===== src/rtl/i2c_reg_access_ctrl.sv =====
// i2c_reg_access_ctrl
// Turns one host register transaction into a sequence of I2C byte-engine ops.
// The transaction is a 7-bit device address, a 1- or 2-byte register address,
// and then either a single-byte write or a single-byte read after a repeated
// START. The controller reports the read data and an error code.
//
// Ports
//   clk, rst            system clock, synchronous active-high reset
//   i_req_* / o_req_ready   host request channel (accepted only while idle)
//   o_rsp_* / i_rsp_ready   response channel, held until the host accepts it
//   o_busy              high from request accept until the response handshake
//   o_eng_*  / i_eng_ready  byte-engine op channel (flags + write byte)
//   i_eng_done/nack/rdata   byte-engine completion, valid for one cycle
//
// State table
//   state        | meaning
//   S_IDLE       | ready for a request
//   S_ISSUE      | present the current op until the engine takes it
//   S_WAIT       | wait for the op to complete, timer running
//   S_NEXT       | advance to the next op in the list
//   S_ABORT_ISSUE| present a stop-only op after a NACK
//   S_ABORT_WAIT | wait for the stop-only op to complete
//   S_RESP       | hold the response until the host accepts it
module i2c_reg_access_ctrl #(
  parameter int          TIMEOUT_CYC = 100000,
  parameter logic [15:0] ADDR2_DEF   = 16'h0000
) (
  input  logic        clk,
  input  logic        rst,
  input  logic        i_req_valid,
  output logic        o_req_ready,
  input  logic        i_req_rw,
  input  logic [6:0]  i_req_dev,
  input  logic        i_req_a16,
  input  logic [15:0] i_req_reg,
  input  logic [7:0]  i_req_wdata,
  output logic        o_rsp_valid,
  input  logic        i_rsp_ready,
  output logic [7:0]  o_rsp_rdata,
  output logic [1:0]  o_rsp_err,
  output logic        o_busy,
  output logic        o_eng_valid,
  input  logic        i_eng_ready,
  output logic        o_eng_start,
  output logic        o_eng_wr,
  output logic        o_eng_rd,
  output logic        o_eng_stop,
  output logic [7:0]  o_eng_wdata,
  input  logic        i_eng_done,
  input  logic        i_eng_nack,
  input  logic [7:0]  i_eng_rdata
);

  localparam int            TW     = $clog2(TIMEOUT_CYC) + 1;
  localparam logic [TW-1:0] T_LAST = TW'(TIMEOUT_CYC - 1);
  localparam logic [TW-1:0] T_MAX  = '1;

  localparam logic [1:0] ERR_OK   = 2'd0;
  localparam logic [1:0] ERR_NACK = 2'd1;
  localparam logic [1:0] ERR_TO   = 2'd2;

  typedef enum logic [2:0] {
    S_IDLE,
    S_ISSUE,
    S_WAIT,
    S_NEXT,
    S_ABORT_ISSUE,
    S_ABORT_WAIT,
    S_RESP
  } state_t;

  state_t        state;
  logic [2:0]    step;
  logic [TW-1:0] timer;

  logic          rw_q;
  logic [6:0]    dev_q;
  logic          a16_q;
  logic [15:0]   reg_q;
  logic [7:0]    wdata_q;

  logic          rsp_valid_q;
  logic [7:0]    rsp_rdata_q;
  logic [1:0]    rsp_err_q;

  // Current op decoded from the latched request. Ops are numbered on the
  // full (2-byte address) list; with a 1-byte address the hi-byte slot is
  // skipped, so every step after the first shifts up by one.
  logic [2:0] op_idx;
  logic       op_start, op_wr, op_rd, op_stop, op_last;
  logic [7:0] op_wdata;

  always_comb begin
    op_idx   = (!a16_q && step != 3'd0) ? step + 3'd1 : step;
    op_start = 1'b0;
    op_wr    = 1'b0;
    op_rd    = 1'b0;
    op_stop  = 1'b0;
    op_wdata = 8'h00;
    case (op_idx)
      3'd0: begin
        op_start = 1'b1;
        op_wr    = 1'b1;
        op_wdata = {dev_q, 1'b0};
      end
      3'd1: begin
        op_wr    = 1'b1;
        op_wdata = reg_q[15:8];
      end
      3'd2: begin
        op_wr    = 1'b1;
        op_wdata = reg_q[7:0];
      end
      3'd3: begin
        op_wr = 1'b1;
        if (rw_q) begin
          op_start = 1'b1;
          op_wdata = {dev_q, 1'b1};
        end else begin
          op_stop  = 1'b1;
          op_wdata = wdata_q;
        end
      end
      3'd4: begin
        op_rd   = 1'b1;
        op_stop = 1'b1;
      end
      default: ;
    endcase
    op_last = rw_q ? (op_idx == 3'd4) : (op_idx == 3'd3);
  end

  always_comb begin
    o_eng_valid = 1'b0;
    o_eng_start = 1'b0;
    o_eng_wr    = 1'b0;
    o_eng_rd    = 1'b0;
    o_eng_stop  = 1'b0;
    o_eng_wdata = 8'h00;
    if (state == S_ISSUE) begin
      o_eng_valid = 1'b1;
      o_eng_start = op_start;
      o_eng_wr    = op_wr;
      o_eng_rd    = op_rd;
      o_eng_stop  = op_stop;
      o_eng_wdata = op_wdata;
    end else if (state == S_ABORT_ISSUE) begin
      o_eng_valid = 1'b1;
      o_eng_stop  = 1'b1;
    end
  end

  assign o_req_ready = (state == S_IDLE);
  assign o_busy      = (state != S_IDLE);
  assign o_rsp_valid = rsp_valid_q;
  assign o_rsp_rdata = rsp_rdata_q;
  assign o_rsp_err   = rsp_err_q;

  always_ff @(posedge clk) begin
    if (rst) begin
      state       <= S_IDLE;
      step        <= 3'd0;
      timer       <= '0;
      rw_q        <= 1'b0;
      dev_q       <= 7'h00;
      a16_q       <= 1'b0;
      reg_q       <= 16'h0000;
      wdata_q     <= 8'h00;
      rsp_valid_q <= 1'b0;
      rsp_rdata_q <= 8'h00;
      rsp_err_q   <= ERR_OK;
    end else begin
      case (state)
        S_IDLE: begin
          if (i_req_valid) begin
            rw_q    <= i_req_rw;
            dev_q   <= i_req_dev;
            a16_q   <= i_req_a16;
            reg_q   <= i_req_reg;
            wdata_q <= i_req_wdata;
            step    <= 3'd0;
            state   <= S_ISSUE;
          end
        end
        S_ISSUE: begin
          if (i_eng_ready) begin
            timer <= '0;
            state <= S_WAIT;
          end
        end
        S_WAIT: begin
          // done is checked before the timeout so a late completion still counts
          if (i_eng_done) begin
            if (op_wr && i_eng_nack) begin
              state <= S_ABORT_ISSUE;
            end else if (op_last) begin
              rsp_valid_q <= 1'b1;
              rsp_err_q   <= ERR_OK;
              rsp_rdata_q <= op_rd ? i_eng_rdata : 8'h00;
              state       <= S_RESP;
            end else begin
              state <= S_NEXT;
            end
          end else if (timer == T_LAST) begin
            rsp_valid_q <= 1'b1;
            rsp_err_q   <= ERR_TO;
            rsp_rdata_q <= 8'h00;
            state       <= S_RESP;
          end else if (timer != T_MAX) begin
            timer <= timer + 1'b1;
          end
        end
        S_NEXT: begin
          step  <= step + 3'd1;
          state <= S_ISSUE;
        end
        S_ABORT_ISSUE: begin
          if (i_eng_ready) begin
            timer <= '0;
            state <= S_ABORT_WAIT;
          end
        end
        S_ABORT_WAIT: begin
          if (i_eng_done) begin
            rsp_valid_q <= 1'b1;
            rsp_err_q   <= ERR_NACK;
            rsp_rdata_q <= 8'h00;
            state       <= S_RESP;
          end else if (timer == T_LAST) begin
            rsp_valid_q <= 1'b1;
            rsp_err_q   <= ERR_TO;
            rsp_rdata_q <= 8'h00;
            state       <= S_RESP;
          end else if (timer != T_MAX) begin
            timer <= timer + 1'b1;
          end
        end
        S_RESP: begin
          if (i_rsp_ready) begin
            rsp_valid_q <= 1'b0;
            rsp_err_q   <= ERR_OK;
            rsp_rdata_q <= 8'h00;
            state       <= S_IDLE;
          end
        end
        default: state <= S_IDLE;
      endcase
    end
  end

endmodule


===== config.mk =====
export PLATFORM = sky130hd
export DESIGN_NAME = i2c_reg_access_ctrl
export DESIGN_NICKNAME = d
export VERILOG_FILES = /design/src/rtl/i2c_reg_access_ctrl.sv
export SDC_FILE = /design/constraint.sdc
export NUM_CORES = 1
export LEC_CHECK = 0
export BUFFER_PORTS_ARGS = -buffer_cell sky130_fd_sc_hd__buf_2
export CAP_MARGIN = 15
export CELL_PAD_IN_SITES_DETAIL_PLACEMENT = 0
export CELL_PAD_IN_SITES_GLOBAL_PLACEMENT = 1
export CORE_MARGIN = 4
export CORE_UTILIZATION = 41
export CTS_BUF_LIST = sky130_fd_sc_hd__clkbuf_2
export CTS_CLUSTER_DIAMETER = 30
export DETAILED_ROUTE_END_ITERATION = 7
export MAX_ROUTING_LAYER = met4
export PLACE_DENSITY_LB_ADDON = 0.25
export SYNTH_ARGS = -nofsm -noshare
export SYNTH_HDL_FRONTEND = slang
export SYNTH_SLANG_ARGS = --single-unit
export TNS_END_PERCENT = 30

===== constraint.sdc =====
create_clock -name clk -period 2.65 [get_ports clk]
set_input_delay 0.265 -clock clk [delete_from_list [all_inputs] [get_ports clk]]
set_output_delay 0.265 -clock clk [all_outputs]
set_load 0.02 [all_outputs]

==> flow_metrics.tcl <==
set metrics [dict create \
    status "finished with violations" \
    violations "negative setup slack" \
    design_area_um2 4860 \
    synthFlopType "dfxtp_1" \
    viasPerCell 5.44 \
    swShare 0.273 \
    clk_latency_ns 0.49 \
    async_flop_share 0 \
    pin_count 74 \
    wl_um 11000 \
    antenna_left 0 \
    hold_violations 0 \
    final_net_count 652 \
    initial_core_util 0.418 \
    drc 0 \
    slew_viol_final 0 \
    yosys.area.top_type "dfxtp_1" \
    synth_seq_cells 68 \
    finalPower_uw 2200 \
    final_common_cell "nand2_1" \
    wl_met2_um 5070 \
    tightestPinTransition_ns 0.757 \
    worstSetupStartpointType "flip-flop" \
    multi_input_area_um2 2210 \
    relSlewSlack 0.493 \
    finalCriticalPeriod_ns 2.73 \
    cts_tree "built" \
    root_buffer "clkbuf_2" \
    diodes 0 \
    dieArea_um2 10400 \
    worstSetupPathType "reg2out" \
    p_sw_uw 599 \
    leakage_uw 0.00193 \
    clkSinkCount 68 \
    fmax_ghz 0.366 \
    final_cell_mix "108 x nand2_1, 64 x dfxtp_1, 63 x buf_2, 59 x a21oi_1" \
    wire_per_inst_um 15.5 \
    internal_power_uw 1600 \
    setup_ws_ns -0.0825 \
    seq_area_um2 1370 \
    period_share 1.03 \
    r2r_end "timer[15]$_SDFFE_PP0P_" \
    cts_htree_levels 3 \
    grt_pass1_vias 3547 \
    arrival_ns 2.47 \
    r2r_setup_slack_ns 0.28 \
    maxCapViolCount 0 \
    fp-row-count 34 \
    die_x_um 102 \
    cp_max_fo 7 \
    rsz0062_at_grt "yes" \
    power_frac_clock 0.350 \
    synthTopCellsByArea "dfxtp_1 38%, nand2_1 11%, a21oi_1 8.4%" \
    synth_area_um2 3630 \
    via_count 3876 \
    cp_data_required_time_ns 2.38 \
    dr.pass1.iters 8 \
    grtUsageTotal 0.216 \
    die_y_um 102 \
    syn_inst 487 \
    min_to "state[1]$_SDFFE_PP0P_" \
    met1_length_um 5110 \
    synth_top_area_share 0.375 \
    synth-warning-count 0 \
    cts_inserted_buffers 9 \
    worst_hold_path_type "in2reg" \
    ys_types 54 \
    grt_overflow 0 \
    r2r-start "timer[0]$_SDFFE_PP0P_" \
    dpl_cell_area_um2 4120 \
    end_kind "output pin" \
    fillers 841 \
    fin_skew_ns 0.0161 \
    hp-start "i_rsp_ready" \
    ff2ff_path_depth 8 \
    grt_max_degree 34 \
    seqPwrFrac 0.500 \
    grt_first_pass_wirelength_um 17400 \
    dr_wl_met3_um 696 \
    highest_layer "met4" \
    p_per_area_nw_per_um2 452 \
    portBuffers 73 \
    pwr-share-comb 0.150 \
    seq_area_frac_synth 0.375 \
    antenna_found_initial 0 \
    fin_tns_setup_ns -0.262 \
    clockBufferDepth 2 \
    finalSetupViolCount 8 \
    areaGrowthSynthToFinish_pct 34.0 \
    hold_depth 4 \
    cts.clk_slew.worst_paths_ns 0.18 \
    drive_above_1_share 0.243 \
    core_region_area_um2 8680 \
    gp_congestion 0.931 \
    synth_edf_count 0 \
    drt_iter0_markers 227 \
    vdd_ir_drop_max_uv 232 \
    syn-num-nets 538 \
    hpwl_um 7270 \
    syn_area_per_cell_um2 7.45 \
]
-- flip-flops by register name, indices dropped and copies added, names as in the netlist --
name,flops
step,3
wdata_q,8
reg_q,16
a16_q,1
rw_q,1
o_rsp_valid,1
dev_q,7
o_rsp_rdata,8
timer,18
o_rsp_err,2
state,3
-- power by group through the flow --
stage	Combinational, µW	Clock [µW]	Sequential, µW
2_1_floorplan	182	0	1100
3_3_place_gp	276	0	1120
3_5_place_dp	278	0	1120
4_1_cts	323	794	1100
5_1_grt	364	822	1100
6_report	330	769	1100
-- through the flow --
| stage | setup WS, ns | hold slack (ns) | utilization | instances |
|---|---|---|---|---|
| CTS | -0.0622 | 0.0728 | 0.550 | 710 |
| global placement | 0.212 | 0.443 | 0.474 | 656 |
| detailed placement | 0.103 | 0.445 | 0.474 | 656 |
| global route | -0.143 | 0.130 | 0.560 | 713 |
| floorplan | 0.0515 | 0.401 | - | 487 |
| finish | -0.0825 | 0.130 | 0.560 | 713 |
-- layout make-up --
cell class	count	share of cell area
clock buffer	9	0.00927
clock inverter	6	0.0214
inverter	15	0.0121
multi-input combinational	374	0.454
sequential	68	0.282
tap	108	0.0278
timing repair buffer	133	0.193
-- routing by layer --
layer | up-vias | track usage
met4 | 0 | 0.0686
met5 | - | -
met1 | 1779 | 0.304
met2 | 117 | 0.319
met3 | 14 | 0.0314
li1 | 1966 | -
-- cells in the mapped netlist, types with 6 or more instances --
master,number
nor4_1,13
dfxtp_1,68
o31ai_1,6
nand4_1,10
nand2_1,108
nor3_1,9
a21oi_1,61
xnor2_1,7
a221o_1,8
nand3_1,11
o21ai_0,10
nor2b_1,13
a222oi_1,7
clkbuf_1,21
or4_1,7
inv_1,15
nor2_1,34
-- worst max-delay path: stages, from the launching register on --
cell and delay (ns):
dfxtp_4 0.42, inv_4 0.05, ha_4 0.17, nor2b_4 0.15
o2111ai_4 0.23, a21oi_4 0.10, buf_6 0.14, a222oi_1 0.42
a21oi_1 0.13, buf_4 0.17
-- cell families after synthesis --
logic type | after synthesis | synth area share
flip-flops | 68 | 0.375
multiplexers | 6 | 0.0179
adder cells (fa/ha/maj) | 4 | 0.0131
AND/OR/NAND/NOR | 230 | 0.299
buffers and inverters | 45 | 0.0555
XOR/XNOR | 8 | 0.0193
AO/OA/AOI/OAI | 126 | 0.220
-- worst max-delay path by stage --
stage                    startpoint             end  slack [ns]  cells after the start
2_1_floorplan  step[0]$_SDFFE_PP0P_  o_eng_wdata[1]        0.05                      9
5_1_grt        step[0]$_SDFFE_PP0P_  o_eng_wdata[5]       -0.14                     10
4_1_cts        step[0]$_SDFFE_PP0P_  o_eng_wdata[5]       -0.06                      8
3_5_place_dp   step[0]$_SDFFE_PP0P_  o_eng_wdata[5]        0.10                      9
3_3_place_gp   step[0]$_SDFFE_PP0P_  o_eng_wdata[3]        0.21                      9
6_report       step[0]$_SDFFE_PP0P_  o_eng_wdata[5]       -0.08                      9
-- timing repair --
item,CTS,global route
pin swaps,9,5
hold endpoints to repair,33,0
setup endpoints to repair,12,17
gates resized for setup,40,12
hold buffers,33,0
buffers inserted,6,3
Power figures use the tool's default switching activity.
